===== config.mk =====
export PLATFORM = sky130hd
export DESIGN_NAME = tx_state_machine
export DESIGN_NICKNAME = d
export VERILOG_FILES = /design/src/rtl/tx_state_machine.sv
export SDC_FILE = /design/constraint.sdc
export NUM_CORES = 1
export LEC_CHECK = 0
export BUFFER_PORTS_ARGS = -buffer_cell sky130_fd_sc_hd__buf_2
export CORE_ASPECT_RATIO = 0.8
export CORE_MARGIN = 2
export CORE_UTILIZATION = 60
export DETAILED_ROUTE_END_ITERATION = 8
export MAX_ROUTING_LAYER = met4
export PLACE_DENSITY = 0.81
export SLEW_MARGIN = 20
export SYNTH_ARGS = -nofsm -noshare
export SYNTH_HDL_FRONTEND = slang
export SYNTH_SLANG_ARGS = --single-unit

===== constraint.sdc =====
create_clock -name txclk -period 9.7 [get_ports txclk]
set_input_delay 0.97 -clock txclk [delete_from_list [all_inputs] [get_ports txclk]]
set_output_delay 0.97 -clock txclk [all_outputs]
set_load 0.02 [all_outputs]

===== src/rtl/tx_state_machine.sv =====
// rtl/tx_state_machine.sv - 10G MAC TX frame sequencer: PRE, DATA, optional PAD, FCS, ERR, IFG.
// Short-frame padding (PAD state, start_pad) is built only when TX_PAD_EN is defined.
module tx_state_machine #(
    parameter int MAX_DATA   = 9014,
    parameter int IFG_CYCLES = 2
`ifdef TX_PAD_EN
    ,
    parameter int MIN_DATA   = 60
`endif
) (
    input  logic        txclk,
    input  logic        reset_n,
    input  logic        tx_enable,
    input  logic        inband_fcs,
    input  logic        link_fault,
    input  logic        tx_start,
    input  logic        tx_underrun,
    input  logic        data_last,
    input  logic [2:0]  last_bytes,
    input  logic        fcs_done,
    output logic        tx_ack,
    output logic        start_preamble,
    output logic        start_data,
    output logic        start_pad,
    output logic        start_fcs,
    output logic        transmitting,
    output logic        send_error,
    output logic        good_frame_sent,
    output logic        bad_frame_sent,
    output logic [15:0] frame_len
);

    typedef enum logic [6:0] {
        S_IDLE = 7'd1,
        S_PRE  = 7'd2,
        S_DATA = 7'd4,
        S_PAD  = 7'd8,
        S_FCS  = 7'd16,
        S_ERR  = 7'd32,
        S_IFG  = 7'd64
    } state_t;

    localparam logic [15:0] MAX_16 = 16'(MAX_DATA);
    localparam logic [15:0] IFG_16 = 16'(IFG_CYCLES);

    state_t      state_q;
    logic [15:0] byte_cnt_q;
    logic [15:0] ifg_cnt_q;
    logic [15:0] frame_len_q;
    logic        good_q;
    logic        bad_q;

    logic [3:0]  word_bytes;
    logic [16:0] data_sum;
    logic [15:0] data_cnt;
    logic [15:0] ifg_next;

    // Byte count after accepting the current data word, saturating at 16'hFFFF.
    always_comb begin
        word_bytes = 4'd8;
        if (data_last && (last_bytes != 3'd0)) begin
            word_bytes = {1'b0, last_bytes};
        end
        data_sum = {1'b0, byte_cnt_q} + {13'd0, word_bytes};
        data_cnt = data_sum[16] ? 16'hFFFF : data_sum[15:0];
        ifg_next = ifg_cnt_q + 16'd1;
    end

`ifdef TX_PAD_EN
    localparam logic [15:0] MIN_16 = 16'(MIN_DATA);
    localparam logic [16:0] MIN_17 = 17'(MIN_DATA);

    logic [16:0] pad_sum;
    logic [15:0] pad_cnt;
    logic        pad_done;

    always_comb begin
        pad_sum  = {1'b0, byte_cnt_q} + 17'd8;
        pad_done = (pad_sum >= MIN_17);
        pad_cnt  = pad_done ? MIN_16 : pad_sum[15:0];
    end
`endif

    always_ff @(posedge txclk or negedge reset_n) begin
        if (!reset_n) begin
            state_q     <= S_IDLE;
            byte_cnt_q  <= 16'd0;
            ifg_cnt_q   <= 16'd0;
            frame_len_q <= 16'd0;
            good_q      <= 1'b0;
            bad_q       <= 1'b0;
        end else begin
            good_q <= 1'b0;
            bad_q  <= 1'b0;
            case (state_q)
                S_IDLE: begin
                    ifg_cnt_q <= 16'd0;
                    if (tx_start && tx_enable && !link_fault) begin
                        state_q <= S_PRE;
                    end
                end
                S_PRE: begin
                    byte_cnt_q <= 16'd0;
                    state_q    <= S_DATA;
                end
                S_DATA: begin
                    byte_cnt_q <= data_cnt;
                    if (tx_underrun || link_fault || (data_cnt > MAX_16)) begin
                        state_q <= S_ERR;
`ifdef TX_PAD_EN
                    end else if (data_last && !inband_fcs && (data_cnt < MIN_16)) begin
                        state_q <= S_PAD;
`endif
                    end else if (data_last && inband_fcs) begin
                        // Client already carried the FCS: the frame is complete here.
                        state_q     <= S_IFG;
                        good_q      <= 1'b1;
                        frame_len_q <= data_cnt;
                    end else if (data_last) begin
                        state_q <= S_FCS;
                    end
                end
`ifdef TX_PAD_EN
                S_PAD: begin
                    byte_cnt_q <= pad_cnt;
                    if (pad_done) begin
                        state_q <= S_FCS;
                    end
                end
`endif
                S_FCS: begin
                    if (link_fault) begin
                        state_q <= S_ERR;
                    end else if (fcs_done) begin
                        state_q     <= S_IFG;
                        good_q      <= 1'b1;
                        frame_len_q <= byte_cnt_q;
                    end
                end
                S_ERR: begin
                    state_q     <= S_IFG;
                    bad_q       <= 1'b1;
                    frame_len_q <= byte_cnt_q;
                end
                S_IFG: begin
                    ifg_cnt_q <= ifg_next;
                    if (ifg_next >= IFG_16) begin
                        state_q <= S_IDLE;
                    end
                end
                default: begin
                    state_q <= S_IDLE;
                end
            endcase
        end
    end

    assign tx_ack          = (state_q == S_PRE);
    assign start_preamble  = (state_q == S_PRE);
    assign start_data      = (state_q == S_DATA);
`ifdef TX_PAD_EN
    assign start_pad       = (state_q == S_PAD);
`else
    assign start_pad       = 1'b0;
`endif
    assign start_fcs       = (state_q == S_FCS);
    assign transmitting    = (state_q == S_PRE) || (state_q == S_DATA) ||
                             (state_q == S_PAD) || (state_q == S_FCS);
    assign send_error      = (state_q == S_ERR);
    assign good_frame_sent = good_q;
    assign bad_frame_sent  = bad_q;
    assign frame_len       = frame_len_q;

endmodule


-- Word-level counts from Yosys, hierarchy flattened
Index checks and enable logic that the tools add are counted.
W data, S select, Z words.
- magnitude comparators: 2
- shift operators: 0
- muxes and demuxes: 23
- add/subtract/negate cells: 2
- equality and inequality tests: 15
- div/mod/pow operators: 0
- multipliers: 0
- bitwise gates (word level): 0
- reduce and logical (&&, ||, !) cells: 16
- operators with widths (cell ; number):
    $mux W16 ; 5
    $pmux W16 S2 ; 2
    $mux W7 ; 7
    $pmux W16 S3 ; 1
    $pmux W7 S6 ; 1
    $add A16 B4 Y17 ; 1
    $add A16 B1 Y16 const B ; 1
    $ge A16 B2 Y1 const B ; 1
    $gt A16 B14 Y1 const B ; 1
    $ne A2 B2 Y1 const B ; 5
    $eq A7 B1 Y1 const B ; 1
    $eq A7 B2 Y1 const B ; 1
    $eq A7 B3 Y1 const B ; 1
    $eq A7 B4 Y1 const B ; 1
    $eq A7 B5 Y1 const B ; 1
    $eq A7 B6 Y1 const B ; 1
    $eq A7 B7 Y1 const B ; 1
    $reduce_bool A3 Y1 ; 2
    $logic_or A1 B1 Y1 ; 5
    $mux W1 ; 5
    $reduce_and A5 Y1 ; 1
    $logic_and A1 B1 Y1 ; 4
    $mux W4 ; 1
    $ne A4 B2 Y1 const B ; 1
    other kinds (6) ; 7
- bits in registers: 57
- word-level logic and storage cells: 64
- bits in latches: 0
- memories: 0
- input port bits: 12
- bits in writable memories: 0
- ROM bits: 0

-- Depth between registers and ports, before layout
- depth after elaboration: 9
- mapped depth: 14
- depth with buffers taken out: 12

-- Least setup slack after synthesis
OpenSTA, ideal clock, no wires.
- path kind: input-to-reg
- start point: in last_bytes[0]
- end point: reg frame_len_q[10], in the netlist frame_len[10]
- setup slack: 5803 ps
- arrival time: 3771 ps
- path buffers: 2
- library setup time: 125 ps
- stages on the path: 14
- path through: and2_1 -> ha_1 -> fa_1 -> a21o_1 -> a21o_4 -> and3_4 -> o21ai_2 -> and2_0 -> a211oi_1 -> nand4b_1 -> a221o_1 -> buf_6 -> buf_12 -> mux2_4
- word-level cells in the longest chain between the ends: 9
- RTL lines (item ; RTL line ; RTL):
    start: declaration ; 19 ; input logic [2:0] last_bytes,
    $reduce_bool A3 Y1 ; 61 ; if (data_last && (last_bytes != 3'd0)) begin
    $logic_and A1 B1 Y1 ; 61 ;
    $mux W4 * ; 61 ;
    $add A16 B4 Y17 * ; 64 ; data_sum = {1'b0, byte_cnt_q} + {13'd0, word_bytes};
    $mux W16 * ; 65 ; data_cnt = data_sum[16] ? 16'hFFFF : data_sum[15:0];
    $gt A16 B14 Y1 ; 108 ; if (tx_underrun || link_fault || (data_cnt > MAX_16)) begin
    $logic_or A1 B1 Y1 ; 108 ;
    $ne A2 B2 Y1 (no line) ; - ;
    $reduce_and A5 Y1 (no line) ; - ;
    end signal: assignment ; 118 ; frame_len_q <= data_cnt;
    end signal: assignment ; 137 ; frame_len_q <= byte_cnt_q;
    end signal: assignment ; 143 ; frame_len_q <= byte_cnt_q;
    end: declaration ; 49 ; logic [15:0] frame_len_q;
Mark *: on every way between the ends. The rest lies on a longest branch, timed or not. The select of a mux whose other input is x is not followed.
A chain may end at the register's enable or synchronous reset.

-- Worst setup path after layout
- start point: in data_last
- end point: reg frame_len_q[5], in the netlist frame_len[5]
- word-level cells in the longest chain between the ends: 8
- RTL lines (item ; RTL line ; RTL):
    start: declaration ; 18 ; input logic data_last,
    $logic_and A1 B1 Y1 ; 61 ;
    $mux W4 ; 61 ;
    $add A16 B4 Y17 ; 64 ;
    $mux W16 ; 65 ;
    $gt A16 B14 Y1 ; 108 ;
    $logic_or A1 B1 Y1 ; 108 ;
    $ne A2 B2 Y1 (no line) ; - ;
    $reduce_and A5 Y1 (no line) ; - ;
Parallel ways exist; a longest one is shown, timed or not. The select of a mux whose other input is x is not followed.

==> qor.yml <==
clock_tree:
  cts_tree: "yes"
  cts_sinks: 56
  insertion_delay_ns: 0.31
  cts-root-buf: "clkbuf_8"
  cts_setup_buffers: 0
  cts_buffer_depth: 2
  clkTransAtPathRegs_ns: 0.11
  ctsHtreeMaxLevel: 2
  cts_hold_buf: 0
  cts_resized: 0
  cts_buffers: 5
die:
  die_w_um: 89.3
  io_pins: 37
  die_y_um: 72.2
  start_util_pct: 63.2
  dieArea_mm2: 0.00645
  fp.coreArea_mm2: 0.00553
  rows: 24
synthesis:
  synth_area_mm2: 0.00349
  ys_seq_area_share_pct: 40.2
  synth.distinct_cells: 69
  ys_seq_elements: 56
  yosysTopAreaCellShare_pct: 39.4
  syn_area_per_cell_um2: 8.97
  synth_area_leader_cell: "dfrtp_1"
  synth_warnings: 0
  async_flop_share_pct: 100
  synth_edf_count: 0
  synth.area.top_cells: "dfrtp_1 (39%), o21ai_0 (5.9%), nand2_1 (5.5%)"
  synth_ff_type: "dfrtp_1"
  syn-num-nets: 408
  synth_most_common_cell: "dfrtp_1"
  synth_commonest_cells: "dfrtp_1 (55), nand2_1 (51), nor2_1 (41), o21ai_0 (41), a21oi_1 (18)"
  synthCells: 389
min_path:
  hold_class: "register to register"
  hp-start: "frame_len[1]$_DFFE_PN0P_"
pwr:
  max-vdd-ir-drop_mv: 0.146
  p_int_mw: 0.441
  clkPwrFrac_pct: 22.6
  comb_power_share_pct: 32.5
  pwr-share-seq_pct: 44.9
  power_leakage_nw: 1.82
  swShare_pct: 37.5
  powerDensity_mw_per_mm2: 187
  p_switching_mw: 0.264
sta:
  fmax_ghz: 0.230
  hold_violations: 0
  grt_setup_unrepaired: "no"
  hold_ws_ns: 0.514
  final.setup.tns_ns: 0
  worst_pin_slew_ns: 0.974
  period_minus_slack_ns: 4.35
  skew_ns: 0.00949
  final_max_slew_viol_count: 0
  setup_slack_ns: 5.35
  fin_crit_sh_pct: 44.9
  slew_headroom_pct: 35.0
  setup_viol: 0
drt:
  viasPerCell: 6.16
  drt_iter0_drc: 396
  route.detailed.drc: 0
  wl_per_cell_um: 16.3
  antenna_left: 0
  vias: 3014
  routed_wl_um: 7980
  dr.pass1.iters: 5
setup_path:
  worst-path-max-fanout: 17
  crit_path_cell_trace: "buf_2, and2_1, ha_1, fa_1, a21o_1, a21o_4, nand2_2, mux2i_1, nand3_1, a211oi_1, nand4b_1, a221o_1, mux2_2"
  critPathRequiredTime_ns: 9.90
  rrSetupSlack_ns: 5.83
  reg2reg_from: "byte_cnt_q[0]$_DFFE_PN0P_"
  crit_slowest_cell: "a221o_1"
  endpoint_kind: "register"
  crit_path_start_kind: "input pin"
  cp.arrival_ns: 4.55
  startpoint: "data_last"
  critical_path_class: "input pin to register"
  cpPeakStageDelay_ns: 0.82
  path_delay_family: "compound AO/OA/AOI/OAI gates"
  critPathBufInv: 1
cells_and_area:
  final_area_mm2: 0.00377
  area_growth_pct: 7.92
  num_antenna_cells: 0
  fin_nets: 429
  drive_gt1_share_pct: 19.0
  finalCoreUtilization_pct: 68.2
global_route:
  grt_use_total_pct: 26.4
  grt_pass1_wl_um: 13000
  grt_max_degree: 57
  antenna_found_initial: 0
  grt_overflow_total: 0
  grt_pass1_vias: 2668
run:
  cap_violations: 0
placed_design:
  dpl-instance-area_mm2: 0.00365
  dp_hpwl_um: 5610
  gp_congestion: 0.881
  pre_cts_ws_ns: 5.05
  portBuffers: 35
run_status:
  status: "finished, final reports clean"
[cell families after synthesis]
| kind of cell | after synthesis | synth area share [%] |
|---|---|---|
| AOI/OAI and AO/OA | 100 | 18.2 |
| xor gates and xnor gates | 10 | 2.51 |
| adders and majority gates | 7 | 2.72 |
| buffers and inverters | 27 | 4.05 |
| DFF | 56 | 40.2 |
| muxes | 21 | 7.60 |
| other | 1 | 0.107 |
| and+or+nand+nor | 167 | 24.7 |
[worst paths after layout]
kind,cells after the start,to
worst min register to register,1,frame_len[1]$_DFFE_PN0P_
worst max-delay path,13,frame_len[5]$_DFFE_PN0P_
worst max register to register,11,frame_len[5]$_DFFE_PN0P_
max in group asynchronous,2,frame_len[5]$_DFFE_PN0P_
worst min-delay path,1,frame_len[1]$_DFFE_PN0P_
min in group asynchronous,2,ifg_cnt_q[8]$_DFFE_PN0P_
[power by group through the flow]
stage	logic (mW)	registers [mW]	clock network, mW
2_1_floorplan	0.152	0.329	0
3_3_place_gp	0.218	0.317	0
3_5_place_dp	0.226	0.319	0
4_1_cts	0.227	0.315	0.161
5_1_grt	0.254	0.322	0.172
6_report	0.229	0.316	0.159
[layout make-up]
type / count / area [um2]
flip-flops and latches: 56 / 1400
fillers: 463 / 1760
inverters: 4 / 15.0
multi-input cells: 306 / 1950
repair buffers: 37 / 190
clock buffers: 5 / 68.8
clock inverters: 3 / 46.3
well taps: 78 / 97.6
[metal layers]
metal	track usage, %	share of wire, %
met1	39.8	49
met5	-	0
met3	5.35	5.5
met2	37.7	45
met4	4.31	0.56
[cell usage in the layout (no fill, tap or decap), types with 3 or more instances in the layout]
master	Yosys	layout
a21oi_1	18	18
nand4_1	5	5
nand3_1	15	15
nand4b_1	3	3
o31ai_1	7	7
and2_1	4	4
nand3b_1	3	3
dfrtp_1	55	55
xnor2_1	6	6
a211oi_1	4	4
nand2b_1	5	5
inv_1	4	4
mux2_4	9	9
o21ai_0	41	41
mux2i_1	4	4
and3_1	6	6
or3_1	3	3
a31oi_1	7	7
nand2_1	51	51
ha_1	6	6
and4_1	3	3
xor2_1	4	4
clkbuf_8	0	5
mux2_2	8	8
buf_2	1	35
nor3_1	7	7
nor2_1	41	41
[per-stage QoR]
stage | power [mW] | cells
global route | 0.748 | 489
CTS | 0.703 | 489
detailed placement | 0.545 | 481
floorplan | 0.481 | 389
global placement | 0.535 | 481
finish | 0.705 | 489
[state kept, by name, indices dropped and copies added, names as in the netlist]
register	flops
frame_len	16
state_q	6
good_frame_sent	1
bad_frame_sent	1
ifg_cnt_q	16
byte_cnt_q	16
Power figures use the tool's default switching activity.
